[config.mk]
export PLATFORM = sky130hd
export DESIGN_NAME = cla_nibble_seq_ctrl
export DESIGN_NICKNAME = d
export VERILOG_FILES = /design/src/rtl/cla_nibble_seq_ctrl_pkg.sv /design/src/rtl/cla_nibble_seq_ctrl_slice.sv /design/src/rtl/cla_nibble_seq_ctrl.sv
export SDC_FILE = /design/constraint.sdc
export NUM_CORES = 1
export LEC_CHECK = 0
export CAP_MARGIN = 0
export CORE_ASPECT_RATIO = 1.75
export CORE_UTILIZATION = 46
export CTS_CLUSTER_DIAMETER = 60
export DETAILED_ROUTE_END_ITERATION = 8
export GPL_ROUTABILITY_DRIVEN = 0
export PLACE_DENSITY_LB_ADDON = 0.3
export SLEW_MARGIN = 25
export SYNTH_ARGS = -nofsm -noshare
export SYNTH_HDL_FRONTEND = slang
export SYNTH_HIERARCHICAL = 1
export SYNTH_SLANG_ARGS = --single-unit
[constraint.sdc]
create_clock -name clk -period 2.9 [get_ports clk]
set_input_delay 0.435 -clock clk [delete_from_list [all_inputs] [get_ports clk]]
set_output_delay 0.435 -clock clk [all_outputs]
set_load 0.02 [all_outputs]
[src/rtl/cla_nibble_seq_ctrl_pkg.sv]
// Shared types and constants for the nibble-serial carry-look-ahead add/subtract unit.
package cla_pkg;

  localparam int SLICE_W = 4;

  typedef enum logic [1:0] {
    IDLE = 2'd0,
    RUN  = 2'd1,
    DONE = 2'd2
  } state_t;

endpackage

[src/rtl/cla_nibble_seq_ctrl_slice.sv]
// Combinational 4-bit carry-look-ahead adder slice with all carries expanded from cin.
module cla4_slice
  import cla_pkg::*;
(
  input  logic [SLICE_W-1:0] a,
  input  logic [SLICE_W-1:0] b,
  input  logic               cin,
  output logic [SLICE_W-1:0] sum,
  output logic               cout
);

  logic [SLICE_W-1:0] g;
  logic [SLICE_W-1:0] p;
  logic [SLICE_W:0]   c;

  assign g = a & b;
  assign p = a ^ b;

  // Every carry is a flat sum-of-products of g, p and cin; no ripple path.
  assign c[0] = cin;
  assign c[1] = g[0] | (p[0] & cin);
  assign c[2] = g[1] | (p[1] & g[0]) | (p[1] & p[0] & cin);
  assign c[3] = g[2] | (p[2] & g[1]) | (p[2] & p[1] & g[0]) | (p[2] & p[1] & p[0] & cin);
  assign c[4] = g[3] | (p[3] & g[2]) | (p[3] & p[2] & g[1]) | (p[3] & p[2] & p[1] & g[0])
              | (p[3] & p[2] & p[1] & p[0] & cin);

  assign sum  = p ^ c[SLICE_W-1:0];
  assign cout = c[SLICE_W];

endmodule

[src/rtl/cla_nibble_seq_ctrl.sv]
// Multi-cycle add/subtract: one CLA slice walks the operand nibbles LSB-first, one per clock,
// with the inter-nibble carry held in a register; valid/ready on both sides.
module cla_nibble_seq_ctrl
  import cla_pkg::*;
#(
  parameter int WIDTH = 16
) (
  input  logic             clk,
  input  logic             rst,
  input  logic             in_valid,
  output logic             in_ready,
  input  logic [WIDTH-1:0] op_a,
  input  logic [WIDTH-1:0] op_b,
  input  logic             op_cin,
  input  logic             op_sub,
  output logic             out_valid,
  input  logic             out_ready,
  output logic [WIDTH-1:0] result,
  output logic             cout,
  output logic             ovf,
  output logic             busy
);

  localparam int NIBBLES = WIDTH / SLICE_W;
  localparam int IDX_W   = (NIBBLES > 1) ? $clog2(NIBBLES) : 1;
  localparam logic [IDX_W-1:0] LAST_IDX = IDX_W'(NIBBLES - 1);

  state_t             state_q;
  state_t             state_d;
  logic [IDX_W-1:0]   idx_q;
  logic               carry_q;
  logic [WIDTH-1:0]   a_q;
  logic [WIDTH-1:0]   b_q;
  logic [WIDTH-1:0]   result_q;
  logic               cout_q;
  logic               ovf_q;

  logic [IDX_W+1:0]   base;
  logic [SLICE_W-1:0] a_nib;
  logic [SLICE_W-1:0] b_nib;
  logic [SLICE_W-1:0] sum_nib;
  logic               slice_cout;
  logic               accept;
  logic               last_pass;
  logic               slice_ovf;

  assign base      = {idx_q, 2'b00};
  assign a_nib     = a_q[base +: SLICE_W];
  assign b_nib     = b_q[base +: SLICE_W];
  assign accept    = (state_q == IDLE) && in_valid;
  assign last_pass = (state_q == RUN) && (idx_q == LAST_IDX);

  // On the final pass the slice's bit 3 inputs/output are the operand and result sign bits.
  assign slice_ovf = (a_nib[SLICE_W-1] == b_nib[SLICE_W-1]) &&
                     (sum_nib[SLICE_W-1] != a_nib[SLICE_W-1]);

  cla4_slice u_slice (
    .a    (a_nib),
    .b    (b_nib),
    .cin  (carry_q),
    .sum  (sum_nib),
    .cout (slice_cout)
  );

  always_comb begin
    state_d = state_q;
    unique case (state_q)
      IDLE:    if (in_valid) state_d = RUN;
      RUN:     if (idx_q == LAST_IDX) state_d = DONE;
      DONE:    if (out_ready) state_d = IDLE;
      default: state_d = IDLE;
    endcase
  end

  always_ff @(posedge clk or posedge rst) begin
    if (rst) begin
      state_q <= IDLE;
    end else begin
      state_q <= state_d;
    end
  end

  always_ff @(posedge clk or posedge rst) begin
    if (rst) begin
      idx_q    <= '0;
      carry_q  <= 1'b0;
      a_q      <= '0;
      b_q      <= '0;
      result_q <= '0;
      cout_q   <= 1'b0;
      ovf_q    <= 1'b0;
    end else if (accept) begin
      idx_q   <= '0;
      a_q     <= op_a;
      b_q     <= op_sub ? ~op_b : op_b;
      carry_q <= op_sub ? 1'b1 : op_cin;
    end else if (state_q == RUN) begin
      result_q[base +: SLICE_W] <= sum_nib;
      carry_q                   <= slice_cout;
      idx_q                     <= idx_q + 1'b1;
      if (last_pass) begin
        cout_q <= slice_cout;
        ovf_q  <= slice_ovf;
      end
    end
  end

  assign in_ready  = (state_q == IDLE);
  assign out_valid = (state_q == DONE);
  assign busy      = (state_q == RUN) || (state_q == DONE);
  assign result    = result_q;
  assign cout      = cout_q;
  assign ovf       = ovf_q;

endmodule
==> results of run 1 <==
==> layout make-up <==
type / count / area share [%]
Clock buffer: 6 / 2.343
Sequential cell: 55 / 39.08
Inverter: 13 / 1.384
Tap cell: 76 / 2.698
Multi-Input combinational cell: 153 / 35.75
Timing Repair Buffer: 64 / 17.75
Clock inverter: 2 / 0.9940
==> worst max-delay path by stage <==
stage / startpoint / to / slack (ns) / cells past startpoint
floorplan: idx_q[0] / ovf / 0.10 / 10
global placement: idx_q[0] / ovf / 0.20 / 8
detailed placement: idx_q[0] / ovf / 0.1 / 8
CTS: idx_q[0] / ovf / 0.08 / 8
global route: idx_q[0] / ovf / 0.08 / 8
finish: idx_q[0] / ovf / 0.18 / 8
==> synthesized netlist by cell type, drive strengths merged <==
| master | number | area (um2) |
|---|---|---|
| dfrtp | 55 | 1376 |
| nand2 | 35 | 131.4 |
| o21ai | 24 | 120.1 |
| mux2 | 19 | 214.0 |
| xnor2 | 19 | 166.4 |
| ha | 13 | 162.7 |
| inv | 13 | 48.80 |
| mux4 | 8 | 198.9 |
| buf | 6 | 37.53 |
| a21oi | 5 | 25.02 |
| clkbuf | 5 | 18.77 |
| a22o | 4 | 35.03 |
| a32o | 4 | 40.04 |
| a21o | 3 | 22.52 |
| a31oi | 2 | 12.51 |
| mux2i | 2 | 20.02 |
| nor3 | 2 | 10.01 |
| or3 | 2 | 12.51 |
| a222oi | 1 | 10.01 |
| a31o | 1 | 8.760 |
| fa | 1 | 20.02 |
| nand2b | 1 | 6.260 |
| nand3 | 1 | 5.000 |
| nor2 | 1 | 3.750 |
| nor2b | 1 | 6.260 |
| nor3b | 1 | 7.510 |
| nor4 | 1 | 6.260 |
| or2 | 1 | 6.260 |
| xor2 | 1 | 8.760 |
==> per-stage QoR <==
stage | instance area, um2 | instances | util (%) | worst slack (ns) | hold WS, ns
2_1_floorplan | 2743 | 232 | - | 0.1035 | 0.4416
3_3_place_gp | 3406 | 361 | 60.01 | 0.2012 | 0.4576
3_5_place_dp | 3406 | 361 | 60.01 | 0.09655 | 0.4725
4_1_cts | 3523 | 369 | 62.08 | 0.07754 | 0.3452
5_1_grt | 3525 | 369 | 62.10 | 0.08319 | 0.3470
6_report | 3525 | 369 | 62.10 | 0.1818 | 0.3381
==> power groups by stage <==
stage                     combinational [mW]  sequential (mW)  clock [mW]
after floorplan                         1.46             1.36           0
after CTS                               2.27             1.34       0.534
final                                   2.25             1.33       0.521
after global routing                    2.48             1.37       0.568
after detailed placement                2.25             1.35           0
after global placement                  2.18             1.34           0
==> cell families after synthesis <==
| family | after synthesis |
|---|---|
| AOI/OAI and AO/OA | 44 |
| xor gates and xnor gates | 20 |
| adders and majority gates | 14 |
| buffers and inverters | 24 |
| DFF | 55 |
| muxes | 29 |
| and+or+nand+nor | 46 |
==> cells in the final DEF, fill, tap and decap left out, types with 4 or more instances in the layout <==
master	Yosys	final
nand2_1	35	35
a21oi_1	5	5
inv_1	13	12
ha_1	13	13
dfrtp_1	55	54
o21ai_0	24	24
mux4_1	5	5
xnor2_1	19	19
mux2_2	19	19
clkdlybuf4s50_1	0	58
clkbuf_8	0	6
a32o_1	4	4
buf_4	1	6
a22o_1	4	4
==> metal layers <==
metal / share of wire [%] / vias up / routed length (um) / GRT usage (%)
li1: - / 928 / - / -
met1: 37 / 970 / 1967 / 20.58
met2: 59 / 39 / 3163 / 35.71
met3: 2.1 / 8 / 111 / 3.234
met4: 2.0 / 0 / 107 / 7.973
met5: 0 / - / 0 / 0
==> worst max-delay path: cells and delay by family (launching register included) <==
kind	cells	cell delay, ns
adders and majority gates	1	0.31
DFF	1	0.48
buffers and inverters	1	0.07
xor gates and xnor gates	1	0.17
and+or+nand+nor	1	0.37
AOI/OAI and AO/OA	3	0.63
muxes	1	0.60
==> flip-flops by register name, summed over array words and instances, names as in the netlist <==
signal   count
a_q         16
b_q         16
carry_q      1
cout         1
idx_q        2
ovf          1
result      16
state_q      2
==> summary.md, run 1 <==
| Metric | Value |
|---|---|
| ANT nets after route | 0 |
| Diode count | 0 |
| Sw Ratio | 39.78% |
| CTS tree | built |
| Total power | 4.100 mW |
| DRT Pass-1 Iters | 4 |
| Core Area | 5675 um2 |
| Sequential area share after synthesis | 50.21% |
| Worst IR drop on VDD | 660.2 uV |
| Slew Limit Fails | 0 |
| Post-Synth XOR/XNOR Area | 6.390% |
| Multi-input logic area | 1260 um2 |
| Clock buffer depth | 2 |
| Clk slew on worst S/H paths | 0.10 ns |
| Worst reg2reg path depth | 8 |
| Worst reg2reg path endpoint | ovf |
| NumNets Final | 344 |
| Vias | 1945 |
| Setup Skew | 0.005835 ns |
| Pwr per Cell Area | 1163 nW/um2 |
| CP Capture Type | register |
| Worst slew pin tran | 0.8657 ns |
| Setup tns final | 0 ns |
| H-tree depth | 2 |
| Largest net degree at the start of global routing | 52 |
| Pint | 2.469 mW |
| Port Buffers | 58 |
| Largest family of logic cells by synthesized area | multiplexers |
| Mux cell area share after synthesis | 15.79% |
| Post-synth cell types | 33 |
| Initial core utilization | 48.30% |
| HPWL Detailed | 4.171 mm |
| P&R area growth vs syn | 28.57% |
| # clock sinks | 55 |
| Vias in the first global route | 1995 |
| CTS Hold Bufs | 0 |
| Setup bufs post-CTS | 0 |
| Clock latency on the worst-skew pair | 0.31 ns |
| Overflow after GRT | 0 |
| Lkg Pwr | 1.533 nW |
| Die X | 60.36 um |
| Antenna violations before repair | 0 |
| Clock root buffer | clkbuf_8 |
| Mapped cell area | 2741 um2 |
| CP Class | reg2reg |
| Die area | 6284 um2 |
| Max-cap violations | 0 |
| Adder-Cell Fraction of Synth Area | 6.664% |
| Fmax | 0.3679 GHz |
| IO Pins | 59 |
| # rows | 36 |
| Syn nets | 284 |
| FF+latch count, synth | 55 |
| Fin. Hold Viols | 0 |
| Status | finished, final reports clean |
| Gr usage total | 19.47% |
| Sequential Power Share | 32.5% |
| Slowest cell on the critical path | mux4_1 |
| Psw | 1.631 mW |
| Compound-gate portion of the synthesized area | 9.995% |
| Tcrit/Tclk final | 93.73% |
| Fillers | 480 |
| RSZ-0062 raised after global routing | no |
| Clock power frac | 12.7% |
| Synthesized instance count | 232 |
| Hold WC Path Type | in2async |
| Syn Area/Cell | 11.82 um2 |
| Syn. warnings | 6 |
| Final Setup Violations | 0 |
| Layout cells sized above 1 | 13.31% |
| Relative slew slack | 42.10% |
| First-pass GRT wire length | 9.108 mm |
| Register area | 1378 um2 |
| Worst path max stage delay | 0.60 ns |
| Drt via density | 5.271 |
| Critical path startpoint category | register |
| Residual DRC | 0 |
| Worst endpoint required time | 3.13 ns |
| CTS buffer count | 5 |
| Die Height | 104.1 um |
| Crit path cell chain | mux4_1 -> ha_1 -> a21o_1 -> a31o_1 -> xor2_1 -> inv_1 -> or3_1 -> a31oi_1 |
| Routed wire per std cell | 14.50 um |
| Combinational power share | 54.8% |
| Synth Area in Simple Gates | 7.120% |
| Final critical-path required period | 2.718 ns |
| Max Fanout on Critical Path | 8 |
| Setup slack, reg-to-reg | 0.18 ns |
| Starting DRC count in detailed routing | 67 |
| Critical Path AT | 2.95 ns |
| PostCTS Resize Cnt | 0 |
| R2R Path Start | idx_q[0] |
| Total Wirelength | 5.349 mm |
Note: power is estimated with default switching activity, not from simulation.
==> run 2: changes to the inputs <==
Settings changed: CTS_BUF_LIST set to sky130_fd_sc_hd__clkbuf_16, SETUP_SLACK_MARGIN set to 0.15.
==> summary.md, run 2 (same netlist as run 1, synthesis figures left out) <==
| Metric | Value |
|---|---|
| Status | finished, final reports clean |
| CTS tree | built |
| Vias | 1958 (+0.67%) |
| CTS buffer count | 5 (unchanged) |
| Fmax | 0.3737 GHz (+1.6%) |
| Clk slew on worst S/H paths | 0.07 ns (-0.03 ns) |
| Final core utilization | 63.98% (+1.9 points) |
| Lkg Pwr | 1.574 nW (+2.7%) |
| Antenna violations before repair | 0 (unchanged) |
| Slowest cell on the critical path | mux4_2 |
| Core Area | 5675 um2 (unchanged) |
| Commonest non-fill, non-tap cells in the layout | 58 x clkdlybuf4s50_1, 54 x dfrtp_1, 35 x nand2_1, 24 x o21ai_0 |
| Most common cell after layout, fill and taps aside | clkdlybuf4s50_1 |
| ANT nets after route | 0 (unchanged) |
| Total Wirelength | 5.524 mm (+3.3%) |
| Non-filler cells, final | 372 (+0.81%) |
| Max-cap violations | 0 (unchanged) |
| Setup tns final | 0 ns (unchanged) |
| Routed wire per std cell | 14.85 um (+2.4%) |
| # clock sinks | 55 (unchanged) |
| Die Height | 104.1 um (unchanged) |
| Overflow after GRT | 0 (unchanged) |
| RSZ-0062 raised after global routing | no |
| Worst path max stage delay | 0.56 ns (-0.04 ns) |
| Residual DRC | 0 (unchanged) |
| Final critical-path required period | 2.676 ns (-0.04224 ns) |
| Slew Limit Fails | 0 (unchanged) |
| Die X | 60.36 um (unchanged) |
| NumNets Final | 347 (+0.87%) |
| CP Capture Type | register |
| Vias in the first global route | 1998 (+0.15%) |
| Buf/Inv on CP | 1 (unchanged) |
| Final Setup Violations | 0 (unchanged) |
| Total power | 4.483 mW (+9.3%) |
| Drt via density | 5.263 (-0.14%) |
| Pre-CTS WS | 0.06299 ns (-0.03356 ns) |
| Clock root buffer | clkbuf_16 |
| Largest net degree at the start of global routing | 56 (+7.7%) |
| Tcrit/Tclk final | 92.27% (-1.5 points) |
| Pwr per Cell Area | 1235 nW/um2 (+6.1%) |
| H-tree depth | 2 (unchanged) |
| Crit path cell chain | mux4_2 -> ha_1 -> a21o_1 -> a31o_1 -> xor2_2 -> inv_1 -> or3_1 -> a31oi_1 |
| Post-Layout Inst Area | 3631 um2 (+3.0%) |
| Fillers | 474 (-1.3%) |
| Placed cell count | 361 (unchanged) |
| P&R area growth vs syn | 32.45% |
| Starting DRC count in detailed routing | 95 (+42%) |
| Fin Hold WS | 0.4734 ns (+0.1353 ns) |
| Diode count | 0 (unchanged) |
| # rows | 36 (unchanged) |
| Worst slew pin tran | 0.8690 ns (+0.003222 ns) |
| HPWL Detailed | 4.033 mm (-3.3%) |
| Clock buffer depth | 2 (unchanged) |
| Relative slew slack | 41.89% (-0.22 points) |
| CP delay by family, top | compound AO/OA/AOI/OAI gates |
| DRT Pass-1 Iters | 4 (unchanged) |
| Setup Skew | 0.009990 ns (+0.004155 ns) |
| Gr usage total | 19.57% (+0.095 points) |
| Layout cells sized above 1 | 15.20% (+1.9 points) |
| CP Class | reg2reg |
| First-pass GRT wire length | 9.239 mm (+1.4%) |
| Final WS setup | 0.2241 ns (+0.04223 ns) |
| Fin. Hold Viols | 0 (unchanged) |
| CTS Hold Bufs | 0 (unchanged) |
| IO Pins | 59 (unchanged) |
| Critical path startpoint category | register |
| Die area | 6284 um2 (unchanged) |
| Worst IR drop on VDD | 745.5 uV (+13%) |
| Worst endpoint required time | 3.12 ns (about the same) |
| Max Fanout on Critical Path | 7 (-1) |
| Hold WC Path Type | reg2reg |
| Clock latency on the worst-skew pair | 0.29 ns (-0.02 ns) |
| Critical Path AT | 2.90 ns (-0.05 ns) |
| Initial core utilization | 48.30% (unchanged) |
| Placed instance area | 3426 um2 (+0.59%) |
| Port Buffers | 58 (unchanged) |
## run 2: final timing paths
kind / from / to / slack (ns) / cells past startpoint
worst max-delay path: idx_q[0] / ovf / 0.22 / 8
worst min-delay path: result[15] / result[15] / 0.47 / 2
worst max register to register: idx_q[0] / ovf / 0.22 / 8
worst min register to register: result[15] / result[15] / 0.47 / 2
max in group asynchronous: rst / idx_q[0] / 1.76 / 3
min in group asynchronous: rst / result[8] / 0.64 / 3
## run 2: metal layers
layer | wire (um) | vias to the layer above | part of all wire, % | global-route usage, %
li1 | - | 930 | - | -
met1 | 2054 | 956 | 37 | 21.65
met2 | 3164 | 58 | 57 | 34.14
met3 | 157 | 14 | 2.8 | 3.607
met4 | 147 | 0 | 2.7 | 9.302
met5 | 0 | - | 0 | 0
## run 2: where the power goes
group          switching, mW  internal (mW)  leakage [nW]
sequential             0.221           1.11         0.694
clock                  0.269          0.407        0.0838
combinational           1.29           1.18         0.797
## run 2: area by class of cell
type	count	area [um2]	area share (%)
Timing Repair Buffer	67	664.4	18.30
Tap cell	76	95.09	2.619
Multi-Input combinational cell	153	1276	35.15
Clock buffer	5	125.1	3.446
Inverter	13	48.80	1.344
Clock inverter	3	43.79	1.206
Sequential cell	55	1378	37.94
## run 2: timing repair
action                     4_1_cts  5_1_grt
pin swaps                        0        0
gates resized for setup          1        3
setup endpoints to repair        1        1
buffers inserted                 1        2
## run 2: worst register-to-register path, delay by kind of cell, from the launching register on
kind	cells	cell delay (ns)
buffers and inverters	1	0.07
XOR/XNOR	1	0.17
AND/OR/NAND/NOR	1	0.37
adder cells (fa/ha/maj)	1	0.32
AO/OA/AOI/OAI	3	0.65
multiplexers	1	0.56
flip-flops	1	0.46
==> run 3: changes to the inputs <==
Settings changed: CORE_ASPECT_RATIO 1.75 to not set.
==> summary.md, run 3 (same netlist as run 1, synthesis figures left out) <==
| Metric | Value |
|---|---|
| Status | finished, final reports clean |
| Initial core utilization | 48.88% (+0.58 points) |
| Fmax | 0.3933 GHz (+5.3%) |
| Vias | 1931 (-1.4%) |
| ANT nets after route | 0 (unchanged) |
| # rows | 27 (-25%) |
| Clock buffer depth | 2 (unchanged) |
| Final critical-path required period | 2.542 ns (-0.1336 ns) |
| # clock sinks | 55 (unchanged) |
| Worst slew pin tran | 0.9172 ns (+0.04826 ns) |
| DRT Pass-1 Iters | 4 (unchanged) |
| CTS Hold Bufs | 0 (unchanged) |
| Drt via density | 5.247 (-0.31%) |
| Gr usage total | 19.61% (+0.039 points) |
| Core Area | 5608 um2 (-1.2%) |
| HPWL Detailed | 4.111 mm (+1.9%) |
| Relative slew slack | 38.66% (-3.2 points) |
| Clk slew on worst S/H paths | 0.07 ns (about the same) |
| Fillers | 452 (-4.6%) |
| Final WS setup | 0.3577 ns (+0.1336 ns) |
| Pwr per Cell Area | 1227 nW/um2 (-0.61%) |
| RSZ-0062 raised after global routing | no |
| IO Pins | 59 (unchanged) |
| Final Setup Violations | 0 (unchanged) |
| First-pass GRT wire length | 9.439 mm (+2.2%) |
| Port Buffers | 58 (unchanged) |
| Setup tns final | 0 ns (unchanged) |
| Setup slack, reg-to-reg | 0.36 ns (+0.13 ns) |
| Vias in the first global route | 1968 (-1.5%) |
| Lkg Pwr | 1.543 nW (-2.0%) |
| Pre-CTS WS | 0.1039 ns (+0.04091 ns) |
| Tcrit/Tclk final | 87.67% (-4.6 points) |
| CTS buffer count | 5 (unchanged) |
| Commonest non-fill, non-tap cells in the layout | 58 x clkdlybuf4s50_1, 53 x dfrtp_1, 35 x nand2_1, 24 x o21ai_0 |
| Slew Limit Fails | 0 (unchanged) |
| Worst IR drop on VDD | 793.1 uV (+6.4%) |
| Critical Path AT | 2.75 ns (-0.15 ns) |
| Antenna violations before repair | 0 (unchanged) |
| Critical path startpoint category | register |
| Die X | 79.20 um (+31%) |
| CP Class | reg2reg |
| Layout cells sized above 1 | 17.23% (+2.0 points) |
| Hold WC Path Type | in2async |
| CTS tree | built |
| Routed wire per std cell | 15.45 um (+4.1%) |
| Starting DRC count in detailed routing | 73 (-23%) |
| Die area | 6272 um2 (-0.20%) |
| CP Capture Type | register |
| P&R area growth vs syn | 31.45% |
| Total Wirelength | 5.687 mm (+3.0%) |
| H-tree depth | 2 (unchanged) |
| Clock latency on the worst-skew pair | 0.29 ns (about the same) |
| NumNets Final | 348 (+0.29%) |
| Most common cell after layout, fill and taps aside | clkdlybuf4s50_1 |
| Max-cap violations | 0 (unchanged) |
| Max Fanout on Critical Path | 6 (-1) |
| Fin. Hold Viols | 0 (unchanged) |
| Overflow after GRT | 0 (unchanged) |
| Largest net degree at the start of global routing | 33 (-41%) |
| Residual DRC | 0 (unchanged) |
| Die Height | 79.20 um (-24%) |
| Worst endpoint required time | 3.11 ns (about the same) |
| Diode count | 0 (unchanged) |
| Clock root buffer | clkbuf_16 |
| Setup Skew | 0.007056 ns (-0.002934 ns) |
## run 3: power breakdown
group          internal [mW]  switching [mW]  total [mW]
clock                  0.311           0.257       0.568
sequential              1.11           0.242        1.36
combinational           1.22            1.28        2.50
## run 3: final timing paths
path,startpoint,to,cells after the start
max,idx_q[0],ovf,8
min,rst,b_q[0],2
max reg2reg,idx_q[0],ovf,8
min reg2reg,result[13],result[13],2
max in group asynchronous,rst,idx_q[0],3
min in group clk,result[13],result[13],2
## run 3: repair_timing
| item | 4_1_cts | 5_1_grt |
|---|---|---|
| resized for setup | 1 | 11 |
| setup buffers | 0 | 4 |
| endpoints found under the setup margin | 1 | 1 |
| pin swaps | 0 | 5 |
## run 3: critical path, cell delays in order (launching register included)
cell and delay (ns):
dfrtp_2 0.47, mux4_2 0.58, ha_4 0.25, a21o_1 0.19, a31o_1 0.25, xor2_2 0.17, inv_1 0.07, or3_1 0.31
a31oi_1 0.16
## run 3: cell type report
type	count	area, um2	area share [%]
Clock buffer	5	125.1	3.472
Clock inverter	2	8.758	0.2431
Inverter	13	48.80	1.354
Multi-Input combinational cell	153	1276	35.42
Sequential cell	55	1379	38.26
Tap cell	72	90.09	2.500
Timing Repair Buffer	68	675.6	18.75
## run 3: routing by layer
layer | share of wire (%) | global-route usage (%) | vias to the layer above
li1 | - | - | 928
met1 | 42 | 24.59 | 943
met3 | 3.9 | 3.793 | 9
met5 | 0 | 0 | -
met2 | 52 | 34.57 | 51
met4 | 1.5 | 4.909 | 0
## run 3: metrics by stage
stage | hold slack (ns) | total power, mW | area [um2] | util (%) | std cells
floorplan | 0.4416 | 2.859 | 2753 | - | 232
detailed placement | 0.4736 | 3.644 | 3421 | 61.00 | 357
global route | 0.4338 | 4.736 | 3603 | 64.26 | 368
global placement | 0.4686 | 3.543 | 3421 | 61.00 | 357
CTS | 0.4077 | 4.246 | 3556 | 63.41 | 364
finish | 0.3935 | 4.422 | 3603 | 64.26 | 368
